`config.mk`:
```
export PLATFORM = sky130hd
export DESIGN_NAME = mips_instr_loader
export DESIGN_NICKNAME = d
export VERILOG_FILES = /design/src/rtl/mips_isa_pkg.sv /design/src/rtl/mips_instr_encode.sv /design/src/rtl/mips_instr_loader.sv
export SDC_FILE = /design/constraint.sdc
export NUM_CORES = 1
export LEC_CHECK = 0
export CORE_MARGIN = 8
export CORE_UTILIZATION = 48
export CTS_CLUSTER_SIZE = 16
export DETAILED_ROUTE_END_ITERATION = 12
export GPL_ROUTABILITY_DRIVEN = 1
export PLACE_DENSITY = 0.85
export REMOVE_ABC_BUFFERS = 1
export SETUP_SLACK_MARGIN = 0.4
export SYNTH_ARGS = -nofsm -noshare
export SYNTH_HDL_FRONTEND = slang
export SYNTH_HIERARCHICAL = 1
export SYNTH_SLANG_ARGS = --single-unit
```
`constraint.sdc`:
```
create_clock -name clk_i -period 4.89 [get_ports clk_i]
set_clock_uncertainty 0.1 [all_clocks]
set_input_delay 0.978 -clock clk_i [delete_from_list [all_inputs] [get_ports clk_i]]
set_output_delay 0.978 -clock clk_i [all_outputs]
set_load 0.01 [all_outputs]
```
`src/rtl/mips_isa_pkg.sv`:
```
// mips_isa_pkg: MIPS instruction-format constants shared by the loader's encoder and the
// core's control-unit decoder, plus the symbolic instruction-kind enumeration and the
// loader FSM state type.
// Configuration: MIPS_LOADER_NOP_PAD_EN adds the StPad state used for NOP padding.
package mips_isa_pkg;

    // Primary opcodes, instruction bits [31:26]
    localparam logic [5:0] OpRType = 6'b000000;
    localparam logic [5:0] OpLw    = 6'b100011;
    localparam logic [5:0] OpSw    = 6'b101011;
    localparam logic [5:0] OpBeq   = 6'b000100;
    localparam logic [5:0] OpAddi  = 6'b001000;
    localparam logic [5:0] OpJ     = 6'b000010;

    // R-type function codes, instruction bits [5:0]
    localparam logic [5:0] FunctAdd = 6'b100000;
    localparam logic [5:0] FunctSub = 6'b100010;
    localparam logic [5:0] FunctAnd = 6'b100100;
    localparam logic [5:0] FunctOr  = 6'b100101;
    localparam logic [5:0] FunctSlt = 6'b101010;

    // Symbolic instruction kinds; codes 10..15 are illegal
    typedef enum logic [3:0] {
        KindAdd  = 4'd0,
        KindSub  = 4'd1,
        KindAnd  = 4'd2,
        KindOr   = 4'd3,
        KindSlt  = 4'd4,
        KindLw   = 4'd5,
        KindSw   = 4'd6,
        KindBeq  = 4'd7,
        KindAddi = 4'd8,
        KindJ    = 4'd9
    } instr_kind_e;

    typedef enum logic [1:0] {
        StIdle = 2'd0,
        StLoad = 2'd1,
`ifdef MIPS_LOADER_NOP_PAD_EN
        StPad  = 2'd2,
`endif
        StDone = 2'd3
    } loader_state_e;

    function automatic logic [31:0] r_word(logic [4:0] rs, logic [4:0] rt, logic [4:0] rd,
                                           logic [5:0] funct);
        return {OpRType, rs, rt, rd, 5'b00000, funct};
    endfunction

    function automatic logic [31:0] i_word(logic [5:0] op, logic [4:0] rs, logic [4:0] rt,
                                           logic [15:0] imm);
        return {op, rs, rt, imm};
    endfunction

endpackage

```
`src/rtl/mips_instr_encode.sv`:
```
// mips_instr_encode: purely combinational encoder from a symbolic instruction to a 32-bit
// MIPS machine word.
// Ports:
//   kind_i     instruction kind (see instr_kind_e)
//   rs_i/rt_i/rd_i  register fields
//   imm_i      imm16 in [15:0] for I-type, 26-bit target for J
//   word_o     encoded word (0 when illegal)
//   illegal_o  kind is not a defined instruction
module mips_instr_encode
    import mips_isa_pkg::*;
(
    input  logic [3:0]  kind_i,
    input  logic [4:0]  rs_i,
    input  logic [4:0]  rt_i,
    input  logic [4:0]  rd_i,
    input  logic [25:0] imm_i,
    output logic [31:0] word_o,
    output logic        illegal_o
);

    always_comb begin
        word_o    = '0;
        illegal_o = 1'b0;
        case (kind_i)
            KindAdd:  word_o = r_word(rs_i, rt_i, rd_i, FunctAdd);
            KindSub:  word_o = r_word(rs_i, rt_i, rd_i, FunctSub);
            KindAnd:  word_o = r_word(rs_i, rt_i, rd_i, FunctAnd);
            KindOr:   word_o = r_word(rs_i, rt_i, rd_i, FunctOr);
            KindSlt:  word_o = r_word(rs_i, rt_i, rd_i, FunctSlt);
            KindLw:   word_o = i_word(OpLw, rs_i, rt_i, imm_i[15:0]);
            KindSw:   word_o = i_word(OpSw, rs_i, rt_i, imm_i[15:0]);
            KindBeq:  word_o = i_word(OpBeq, rs_i, rt_i, imm_i[15:0]);
            KindAddi: word_o = i_word(OpAddi, rs_i, rt_i, imm_i[15:0]);
            KindJ:    word_o = {OpJ, imm_i};
            default:  illegal_o = 1'b1;
        endcase
    end

endmodule

```
`src/rtl/mips_instr_loader.sv`:
```
// mips_instr_loader: accepts symbolic instructions over valid/ready, encodes them and writes
// the words to consecutive instruction-memory addresses from 0.
// Configuration: define MIPS_LOADER_NOP_PAD_EN to fill the rest of memory with NOPs after
// the last instruction.
// Ports:
//   clk_i, rst_i         clock, synchronous active-high reset
//   start_i              begin a session (honoured in idle/done only)
//   in_*_i, in_ready_o   instruction handshake and fields
//   imem_we_o/addr_o/wdata_o  registered memory write port
//   count_o              words written this session
//   done_o               session complete; err_o sticky illegal-kind flag
module mips_instr_loader
    import mips_isa_pkg::*;
#(
    parameter int unsigned ADDR_WIDTH = 8,
    parameter int unsigned DATA_WIDTH = 32
) (
    input  logic                  clk_i,
    input  logic                  rst_i,
    input  logic                  start_i,
    input  logic                  in_valid_i,
    output logic                  in_ready_o,
    input  logic [3:0]            in_kind_i,
    input  logic [4:0]            in_rs_i,
    input  logic [4:0]            in_rt_i,
    input  logic [4:0]            in_rd_i,
    input  logic [25:0]           in_imm_i,
    input  logic                  in_last_i,
    output logic                  imem_we_o,
    output logic [ADDR_WIDTH-1:0] imem_addr_o,
    output logic [DATA_WIDTH-1:0] imem_wdata_o,
    output logic [ADDR_WIDTH:0]   count_o,
    output logic                  done_o,
    output logic                  err_o
);

    localparam logic [ADDR_WIDTH:0] LastAddr = {1'b0, {ADDR_WIDTH{1'b1}}};

    loader_state_e         state_q, state_d;
    logic [ADDR_WIDTH:0]   count_q, count_d;
    logic                  err_q, err_d;
    logic                  we_q, we_d;
    logic [ADDR_WIDTH-1:0] addr_q, addr_d;
    logic [DATA_WIDTH-1:0] wdata_q, wdata_d;

    logic [31:0] enc_word;
    logic        enc_illegal;
    logic        full;
    logic        transfer;

    mips_instr_encode u_encode (
        .kind_i    (in_kind_i),
        .rs_i      (in_rs_i),
        .rt_i      (in_rt_i),
        .rd_i      (in_rd_i),
        .imm_i     (in_imm_i),
        .word_o    (enc_word),
        .illegal_o (enc_illegal)
    );

    // Count reaches 2^ADDR_WIDTH only once the top address has been written.
    assign full       = count_q[ADDR_WIDTH];
    assign in_ready_o = (state_q == StLoad) && !full && !rst_i;
    assign transfer   = in_valid_i && in_ready_o;

    always_comb begin
        state_d = state_q;
        count_d = count_q;
        err_d   = err_q;
        we_d    = 1'b0;
        addr_d  = addr_q;
        wdata_d = wdata_q;
        unique case (state_q)
            StIdle, StDone: begin
                if (start_i) begin
                    state_d = StLoad;
                    count_d = '0;
                    err_d   = 1'b0;
                end
            end
            StLoad: begin
                if (transfer) begin
                    if (enc_illegal) begin
                        err_d = 1'b1;
                    end else begin
                        we_d    = 1'b1;
                        addr_d  = count_q[ADDR_WIDTH-1:0];
                        wdata_d = DATA_WIDTH'(enc_word);
                        count_d = count_q + 1'b1;
                    end
                    if (!enc_illegal && (count_q == LastAddr)) begin
                        state_d = StDone;
                    end else if (in_last_i) begin
`ifdef MIPS_LOADER_NOP_PAD_EN
                        state_d = StPad;
`else
                        state_d = StDone;
`endif
                    end
                end
            end
`ifdef MIPS_LOADER_NOP_PAD_EN
            StPad: begin
                // All-zero word is sll $0,$0,0
                we_d    = 1'b1;
                addr_d  = count_q[ADDR_WIDTH-1:0];
                wdata_d = '0;
                count_d = count_q + 1'b1;
                if (count_q == LastAddr) begin
                    state_d = StDone;
                end
            end
`endif
            default: state_d = StIdle;
        endcase
    end

    always_ff @(posedge clk_i) begin
        if (rst_i) begin
            state_q <= StIdle;
            count_q <= '0;
            err_q   <= 1'b0;
            we_q    <= 1'b0;
            addr_q  <= '0;
            wdata_q <= '0;
        end else begin
            state_q <= state_d;
            count_q <= count_d;
            err_q   <= err_d;
            we_q    <= we_d;
            addr_q  <= addr_d;
            wdata_q <= wdata_d;
        end
    end

    // A write already registered must not reach memory in the cycle reset is asserted.
    assign imem_we_o    = we_q && !rst_i;
    assign imem_addr_o  = addr_q;
    assign imem_wdata_o = wdata_q;
    assign count_o      = count_q;
    assign err_o        = err_q;
    // Done waits out the final write pulse so it rises the cycle after it.
    assign done_o       = (state_q == StDone) && !we_q;

endmodule
```
Yosys cells after proc, flatten, opt, wreduce, memory -nomap -nowiden
Cells that the tools add are included.

Register bits after elaboration: 53. Input bits: 50. Output and inout bits: 53.

$add $sub $neg: 1. Equal/unequal tests: 17. Mux-type cells: 15. Bitwise gates (word level): 2. Reduce and logical (&&, ||, !) cells: 19.

Operators with widths (number): one-hot mux 32 bit (10 select lines) (1); 2-to-1 mux 9 bit (3); one-hot mux 9 bit (2 select lines) (1); equality test 4 x 3 -> 1 bit (second input constant) (4); OR reduction 10 bit (1); adder 9 x 1 -> 9 bit (second input constant) (1); equality test 9 x 8 -> 1 bit (second input constant) (1); equality test 4 x 2 -> 1 bit (second input constant) (2); equality test 4 bit (second input constant) (2); 2-to-1 mux 2 bit (4); != test 2 bit (second input constant) (4); AND reduction 4 bit (2); logical AND 1 bit (6); AND reduction 3 bit (2); equality test 4 x 1 -> 1 bit (second input constant) (1); logical NOT 4 bit (1); 2-to-1 mux 1 bit (4); one-hot mux 2 bit (2 select lines) (1); logical NOT 1 bit (3); != test 3 x 2 -> 1 bit (second input constant) (1); OR reduction 3 bit (1); equality test 2 x 1 -> 1 bit (second input constant) (1); equality test 2 bit (second input constant) (1); logical NOT 2 bit (1); other kinds (4) (5).

Longest topological paths before layout
Word-level depth: 6. Mapped depth: 9.

By module
Netlist, hierarchy kept.

Modules (own cells, without submodules): mips_instr_loader (times used 1, cells an instance 260, area an instance 2118.3 µm², sequential area each 1061.0 µm²); mips_instr_encode (times used 1, cells an instance 111, area an instance 703.2 µm², sequential area each 0.0 µm²).

Worst setup path before layout
Ideal clock, no wire load.

Path kind: in2out. Start: input rst_i. End: output in_ready_o. Arrival time: 1596 ps. Data required time: 3812 ps. Path slack: 2216 ps. Cell stages on the path: 3. Buffers on the path: 2. Path through: buf_2 -> buf_1 -> nor3_1.

Longest elaborated chain between the ends: 2.

RTL lines: start: declaration (line mips_instr_loader.sv:19) `input logic rst_i,`; logical NOT 1 bit (line mips_instr_loader.sv:63) `assign in_ready_o = (state_q == StLoad) && !full && !rst_i;`; logical AND 1 bit (line mips_instr_loader.sv:63); end: declaration (line mips_instr_loader.sv:22) `output logic in_ready_o,`.

No other way between the ends.

Worst setup path in the final report
Start: input rst_i. End: output imem_we_o.

Longest elaborated chain between the ends: 2.

RTL lines: logical NOT 1 bit (line mips_instr_loader.sv:137) `assign imem_we_o = we_q && !rst_i;`; logical AND 1 bit (line mips_instr_loader.sv:137); end: declaration (line mips_instr_loader.sv:29) `output logic imem_we_o,`.

No other way between the ends.

==> flow_summary_export.csv <==
group,metric,value,unit
cts,ctsRootBufferMaster,"clkbuf_8",
critical_path,startpoint_type,"input port",
layout,area_delta_synth_final,37.56,%
yosys,synthDominantCellAreaShare,0.3761,
critical_path,worstSetupEndpointType,"output pin",
floorplan,rows,28,
yosys,ys_seq_elements,53,
sta,setup_tns,0,ns
yosys,synth_edf_count,0,
job,max_cap_viol_count,0,
critical_path,crit_required,3.81,ns
yosys,ys_top_cells_by_area,"dfxtp_1, nand2_1, a21oi_1, nor2b_1, o22ai_1",
floorplan,die_area,0.008588,sq mm
cts,clkSlewWorstSetupHoldPaths,0.10,ns
placed_design,port_buffers,102,
global_routing,grt.total_usage,0.1818,
global_routing,grt-ovfl-total,0,
cts,htreeDepth,2,
yosys,synthArstFlopShare,0,
status,outcome,"finished clean",
critical_path,worstPathArrival,2.39,ns
cts,cts_setup_buffers,0,
route,wl_per_cell,14.90,um
floorplan,die_w,92.67,um
layout,antenna_cells,0,
hold_path,worstHoldPathCells,2,
yosys,yosysWarnings,6,
critical_path,r2r_end,"state_q[1]$_SDFFE_PP0P_",
sta,maxSlewViolCount,0,
sta,worstMarginPinSlew,1.017,ns
placed_design,hpwlAfterDp,5511,um
sta,fin_crit_sh,0.7100,
yosys,avgSynthCellArea,7.605,sq um
cts,cts_resized,0,
layout,final_core_util,0.6674,
cts,clock_latency,0.31,ns
cts,cts_tree,"done",
critical_path,regToRegStartpoint,"count_o[0]$_SDFFE_PP0P_",
route,vias,2855,
cts,clockBufferDepth,2,
cts,hold_buffers,0,
floorplan,fp.coreArea,0.005816,sq mm
power_and_ir_drop,ir_drop,0.0001826,V
placed_design,gp_congestion,0.8379,
hold_path,hp-class,"reg -> reg",
route,first_iter_violations,158,
floorplan,start_util,0.4852,
route,drc_errors,0,
yosys,synth.most_common_cell,"nand2_1",
hold_path,min_to,"imem_wdata_o[4]$_SDFFE_PP0P_",
power_and_ir_drop,power_leakage,1.352,nW
cts,cts_made_buffers,5,
route,postRouteAntennaNets,0,
floorplan,ios,103,
layout,final_nets,509,
route,viasPerCell,5.397,
sta,post-route-min-period,3.472,ns
power_and_ir_drop,p_per_area,242.3,mW/mm^2
global_routing,grt_max_degree,57,
critical_path,worstSetupPathType,"in -> out",
critical_path,r2r_setup_slack,2.62,ns
yosys,synthFlopType,"dfxtp_1",
yosys,synthDistinctLibCells,49,
global_routing,grt_antenna_before_repair,0,
route,drt-pass1-iter-count,5,
yosys,synth_area,0.002821,sq mm
critical_path,rr_worst_depth,8,
sta,fmax,0.2880,GHz
hold_path,min_from,"imem_wdata_o[4]$_SDFFE_PP0P_",
layout,drive_gt1_frac,0.05066,
sta,finalSetupViolations,0,
global_routing,grt_pass1_wl,12980,um
sta,rsz0062_at_grt,"no",
sta,slew_headroom,0.3217,
yosys,synth_area_leader_cell,"dfxtp_1",
route,finalWirelength,7880,um
sta,hold_violations,0,
yosys,yosysSeqAreaShare,0.3761,
cts,cts.sinks,53,
critical_path,worstPathMaxFanout,56,
global_routing,grt_pass1_vias,2736,
floorplan,chipHeight,92.67,um
yosys,postSynthCellCount,371,
yosys,netlist_top_cells_count,"nand2_1, dfxtp_1, a21oi_1",
flip-flops by register name (all words and copies together), names as in the netlist:
name and flops:
imem_addr_o 8, err_o 1, count_o 9, imem_wdata_o 32
state_q 2, we_q 1
kinds of logic (layout without fill, tap and decap cells):
logic type,Yosys count,count (layout),synth area share
multiplexers,3,3,0.01109
adder cells (fa/ha/maj),6,6,0.02661
AND/OR/NAND/NOR,148,148,0.2519
buffers and inverters,47,130,0.08070
XOR/XNOR,1,1,0.003105
AO/OA/AOI/OAI,112,112,0.2492
other,1,1,0.001329
flip-flops,53,53,0.3761
cell usage in the layout, fill, tap and decap left out, types with 2 or more instances in the layout:
cell type	count
a211oi_1	3
a21oi_1	52
a22oi_1	5
a2bb2oi_1	11
a311oi_1	2
a31oi_1	8
and2_1	3
and3_1	4
buf_4	3
clkbuf_8	5
clkdlybuf4s50_1	101
clkinv_4	2
dfxtp_1	53
ha_1	6
inv_1	16
mux2i_1	2
nand2_1	88
nand2b_1	7
nand3_1	4
nor2_1	9
nor2b_1	17
nor3_1	3
nor3b_2	2
o21ai_0	5
o22ai_1	17
or2_1	2
layer usage:
metal / routed length, um / up-vias / global-route usage
met1: 3496 / 1327 / 0.2231
met5: 0 / - / 0
met4: 76 / 0 / 0.05772
met2: 3770 / 86 / 0.3015
li1: - / 1433 / -
met3: 537 / 9 / 0.04935
stage by stage:
| step | instance area [sq um] | hold slack (ns) | std cells | total power [mW] | setup WS, ns |
|---|---|---|---|---|---|
| floorplan | 2658 | 0.3745 | 341 | 0.5872 | 1.694 |
| global placement | 3790 | 0.3418 | 521 | 0.6860 | 1.235 |
| detailed placement | 3790 | 0.3486 | 521 | 0.6933 | 1.136 |
| CTS | 3881 | 0.3627 | 529 | 0.9478 | 1.408 |
| global route | 3881 | 0.3724 | 529 | 0.9899 | 1.240 |
| finish | 3881 | 0.3589 | 529 | 0.9405 | 1.418 |
worst max-delay path: stages:
cell             delay, ns
buf_2                 0.74
nor2b_1               0.12
clkdlybuf4s50_1       0.53
layout make-up:
cell class | instances | area (sq um)
multi-input cells | 271 | 1533
clock inverters | 3 | 22.52
clock buffers | 5 | 68.82
well taps | 75 | 93.84
inverters | 17 | 63.81
fillers | 502 | 1934
repair buffers | 105 | 1039
flip-flops and latches | 53 | 1061
power by group:
group,leakage (nW),switching [mW],internal [mW]
Combinational,0.877,0.123,0.111
Clock,0.0481,0.153,0.102
Sequential,0.428,0.00921,0.442
Total,1.35,0.285,0.655
how the worst max path moves through the flow:
stage | from | endpoint | cells past startpoint | slack (ns)
4_1_cts | rst_i | imem_we_o | 3 | 1.41
2_1_floorplan | in_kind_i[1] | imem_addr_o[0]$_SDFFE_PP0P_ | 7 | 1.69
3_3_place_gp | in_kind_i[1] | imem_addr_o[1]$_SDFFE_PP0P_ | 8 | 1.24
5_1_grt | in_kind_i[1] | imem_wdata_o[20]$_SDFFE_PP0P_ | 8 | 1.24
3_5_place_dp | in_kind_i[1] | imem_addr_o[7]$_SDFFE_PP0P_ | 8 | 1.14
6_report | rst_i | imem_we_o | 3 | 1.42
Note: power is estimated with default switching activity, not from simulation.
